$ cat src/rtl/arb_mux.sv
// rtl/arb_mux.sv - N-channel arbitrating mux with valid/ready handshakes and a registered output stage
// Grant comes from forced select, fixed priority or round-robin; the output register holds a beat until accepted.
module arb_mux #(
  parameter int WIDTH = 32,
  parameter int N     = 8,
  parameter int SELW  = (N > 1) ? $clog2(N) : 1
) (
  input  logic                 clk,
  input  logic                 rst_n,
  input  logic [N*WIDTH-1:0]   in_data,
  input  logic [N-1:0]         in_valid,
  output logic [N-1:0]         in_ready,
  input  logic                 mode,
  input  logic                 force_en,
  input  logic [SELW-1:0]      force_sel,
  output logic [WIDTH-1:0]     out_data,
  output logic                 out_valid,
  output logic [SELW-1:0]      out_sel,
  input  logic                 out_ready
);

  logic [WIDTH-1:0] out_data_q, out_data_d;
  logic             out_valid_q, out_valid_d;
  logic [SELW-1:0]  out_sel_q, out_sel_d;
  logic [SELW-1:0]  ptr_q, ptr_d;

  logic             load;
  logic             grant_any;
  logic [SELW-1:0]  grant_idx;
  logic [N-1:0]     grant;
  logic [WIDTH-1:0] grant_data;
  logic             transfer;

  assign load = !out_valid_q || out_ready;

  always_comb begin : arbitrate
    int best;
    int off;
    int base;
    grant_idx = '0;
    grant_any = 1'b0;
    best      = N;
    off       = 0;
    base      = int'(ptr_q);
    if (force_en) begin
      // An out-of-range force_sel simply matches no channel.
      for (int i = 0; i < N; i++) begin
        if (force_sel == SELW'(i) && in_valid[i]) begin
          grant_idx = SELW'(i);
          grant_any = 1'b1;
        end
      end
    end else if (mode) begin
      for (int i = N - 1; i >= 0; i--) begin
        if (in_valid[i]) begin
          grant_idx = SELW'(i);
          grant_any = 1'b1;
        end
      end
    end else begin
      // Distance from ptr+1 going upward with wrap; smallest distance wins, so ptr itself is last.
      for (int i = 0; i < N; i++) begin
        off = (i + N - base - 1) % N;
        if (in_valid[i] && off < best) begin
          best      = off;
          grant_idx = SELW'(i);
          grant_any = 1'b1;
        end
      end
    end
  end

  always_comb begin
    grant      = '0;
    grant_data = '0;
    for (int i = 0; i < N; i++) begin
      if (grant_idx == SELW'(i)) begin
        grant[i]   = grant_any;
        grant_data = in_data[i*WIDTH +: WIDTH];
      end
    end
  end

  assign in_ready = (rst_n && load) ? grant : '0;
  assign transfer = rst_n && load && grant_any;

  always_comb begin
    out_data_d  = out_data_q;
    out_sel_d   = out_sel_q;
    out_valid_d = out_valid_q;
    ptr_d       = ptr_q;
    if (load) begin
      out_valid_d = transfer;
    end
    if (transfer) begin
      out_data_d = grant_data;
      out_sel_d  = grant_idx;
      ptr_d      = grant_idx;
    end
  end

  always_ff @(posedge clk or negedge rst_n) begin
    if (!rst_n) begin
      out_data_q  <= '0;
      out_valid_q <= 1'b0;
      out_sel_q   <= '0;
      ptr_q       <= SELW'(N - 1);
    end else begin
      out_data_q  <= out_data_d;
      out_valid_q <= out_valid_d;
      out_sel_q   <= out_sel_d;
      ptr_q       <= ptr_d;
    end
  end

  assign out_data  = out_data_q;
  assign out_valid = out_valid_q;
  assign out_sel   = out_sel_q;

endmodule
$ cat config.mk
export PLATFORM = sky130hd
export DESIGN_NAME = arb_mux
export DESIGN_NICKNAME = d
export VERILOG_FILES = /design/src/rtl/arb_mux.sv
export SDC_FILE = /design/constraint.sdc
export NUM_CORES = 1
export LEC_CHECK = 0
export CORE_MARGIN = 5
export CORE_UTILIZATION = 41
export DETAILED_ROUTE_END_ITERATION = 12
export PLACE_DENSITY = 0.94
export SETUP_SLACK_MARGIN = 0.02
export SLEW_MARGIN = 0
export SYNTH_ARGS = -nofsm -noshare
export SYNTH_HDL_FRONTEND = slang
export SYNTH_SLANG_ARGS = --single-unit
$ cat constraint.sdc
create_clock -name clk -period 27.5 [get_ports clk]
set_input_delay 6.875 -clock clk [delete_from_list [all_inputs] [get_ports clk]]
set_output_delay 6.875 -clock clk [all_outputs]
set_load 0.01 [all_outputs]
==> run metrics <==
Critical Path Start Type input port; unrepaired setup endpoints after global routing false; area share of the largest cell type after synthesis 15.55%; # IOs 316; Final Setup Violations 0; Worst-Skew Late Latency 0.29 ns; slowest cell delay on critical path 0.60 ns; Die Footprint 0.01661 mm²; fillcell total 1,153; Worst VDD drop 0.00008681 V; f_max 37.78 MHz; placed cell count 1,226; Final min period 26.47 ns; IO Port Bufs 315; root buf cell clkbuf_16; largest net degree at the start of global routing 73; Synth Cell Area 0.005794 mm²; Tightest Pin Transition 1.020 ns; cell taking the most area after synthesis dfrtp_1; Multi-input gate area 0.004397 mm²; Setup TNS 0 ns; Leakage 3.829 nW; Starting Density 41.74%; CTS Hold Buffers Added 0; Post-Route WL 28.36 mm; skew final 0.008805 ns; slowest cell on the critical path clkdlybuf4s50_1; GPL Wtd Cong 1.055; H-tree levels 2; CP Class in2out; Slew Viols, Final 0; initial antenna violation count 3; share of cells above drive strength 1 10.49%; Die H 128.9 µm; Congestion Overflow GR 0; crit share post-route 96.26%; power per cell area 145.1 mW/mm²; P&R area growth vs syn 60.92%; CTS buffer count 5; Iteration-0 DRC Markers 792; Cells after Synth 775; crit end category output port; worst-path fanout max 20; Setup WS pre-CTS 0.8970 ns; Remaining DRCs 0; Yosys cell types 82; Synth Flop Type dfrtp_1; TritonCTS clock tree built; Mean Syn Cell Area 7.477 µm²; fraction of synthesis flops using an asynchronous set or reset pin 100.0%; CP required 20.62 ns; register area share after synthesis 16.91%; nets 1,355; Power Total 1.353 mW; WL per Instance 22.85 µm; crit-path most repeated cell ha_1; dominant cells by area after synthesis dfrtp_1 (16%), nand2_1 (8.1%), ha_1 (5.6%), a2111o_1 (5.4%), o221a_2 (5.2%); vias in the first global route 7,421; Hold WC Path Type reg2reg; CORE AREA 0.01388 mm²; worst-case clock buffer depth 2; # rows 43; ANT nets after route 0; CTS sink count 39; Sequential Area 979.7 µm²; warnings from Yosys 0; vias post-DR 7,698; flop2flop setup slack 12.41 ns; router iterations before antenna repair 5; Non-Filler Instances 1,241; Slew HR 31.82%; outcome finished, final reports clean; first-pass GRT wire length 41.36 mm; Hold Fails Final Rpt 0; commonest cells in the synthesized netlist nand2_1 (125), o21ai_0 (52), inv_1 (51), clkbuf_1 (38), nand3_1 (37); most common cell in the netlist nand2_1; Die X 128.9 µm; Max-cap violations 0; All-Layer GR Usage 31.96%; via-per-instance ratio 6.203; Post-synth EDFFs 0; post-synthesis register bit count 39; post-detail-place hpwl 22.52 mm; CP arrival 19.60 ns; clock-pin slew on the worst setup and hold paths 0.07 ns; Setup WS post-layout 1.030 ns
==> critical path, delay by kind of cell <==
family,cells,cell delay (ns)
muxes,3,0.89
AOI/OAI and AO/OA,24,4.90
adders and majority gates,7,2.20
buffers and inverters,7,1.75
and+or+nand+nor,18,2.94
==> stage by stage <==
step	cell area, µm²	hold WS [ns]	util (%)
CTS	9245	0.4878	66.60
floorplan	5806	0.5043	-
finish	9324	0.4908	67.17
detailed placement	9071	0.4733	65.35
global route	9324	0.5067	67.17
global placement	9071	0.4649	65.35
==> worst paths after layout <==
check,startpoint,cells after the start,to
worst min register to register,out_sel[2],1,out_sel[2]
min in group asynchronous,rst_n,2,out_sel[2]
worst max-delay path,in_valid[0],59,in_ready[4]
worst min-delay path,out_sel[2],1,out_sel[2]
worst max register to register,ptr_q[0],63,out_data[9]
max in group asynchronous,rst_n,2,out_data[25]
==> kinds of logic (layout without fill, tap and decap cells) <==
kind of cell               after synthesis  in the layout  synth area share [%]
adders and majority gates               26             26                 5.614
other                                    1              7               0.06472
DFF                                     39             39                 16.91
muxes                                   22             22                 4.426
xor gates and xnor gates                 7              7                 1.641
and+or+nand+nor                        291            291                 24.49
buffers and inverters                  123            402                 9.177
AOI/OAI and AO/OA                      266            267                 37.68
==> repair_timing <==
action                                  CTS  global route
resized for setup                         0             6
setup buffers                             0             3
endpoints found under the setup margin    0             8
==> cell type report <==
type                    count  share of cell area (%)
diodes                      3                 0.08052
clock buffers               6                   1.490
clock inverters             2                  0.3757
inverters                  54                   2.201
multi-input cells         617                   47.16
flip-flops and latches     39                   10.51
well taps                 180                   2.415
repair buffers            340                   35.78
==> sequential cells by signal, summed over array words and instances, names as in the netlist <==
| name | count |
|---|---|
| ptr_q | 3 |
| out_valid | 1 |
| out_data | 32 |
| out_sel | 3 |
==> layout by cell type (no fill, tap or decap), types with 29 or more instances in the layout <==
cell / instances
nand4_1: 32
o21ai_0: 52
inv_1: 51
nand2_1: 125
a311oi_1: 31
a21oi_1: 29
nor2_1: 29
clkdlybuf4s50_1: 314
nand3_1: 37
dfrtp_1: 36
==> per-layer routing <==
layer | track usage, % | up-vias | wire (µm)
li1 | - | 3531 | -
met1 | 38.93 | 3578 | 10350
met2 | 52.59 | 486 | 13530
met3 | 7.057 | 103 | 2753
met4 | 16.99 | 0 | 1731
met5 | 0 | - | 0
==> power breakdown <==
part           internal, mW  switching (mW)
Clock                0.0452          0.0263
Sequential           0.0883          0.0244
Combinational         0.464           0.705
Total                 0.598           0.755
No activity file was read; power rests on OpenSTA's default activity.
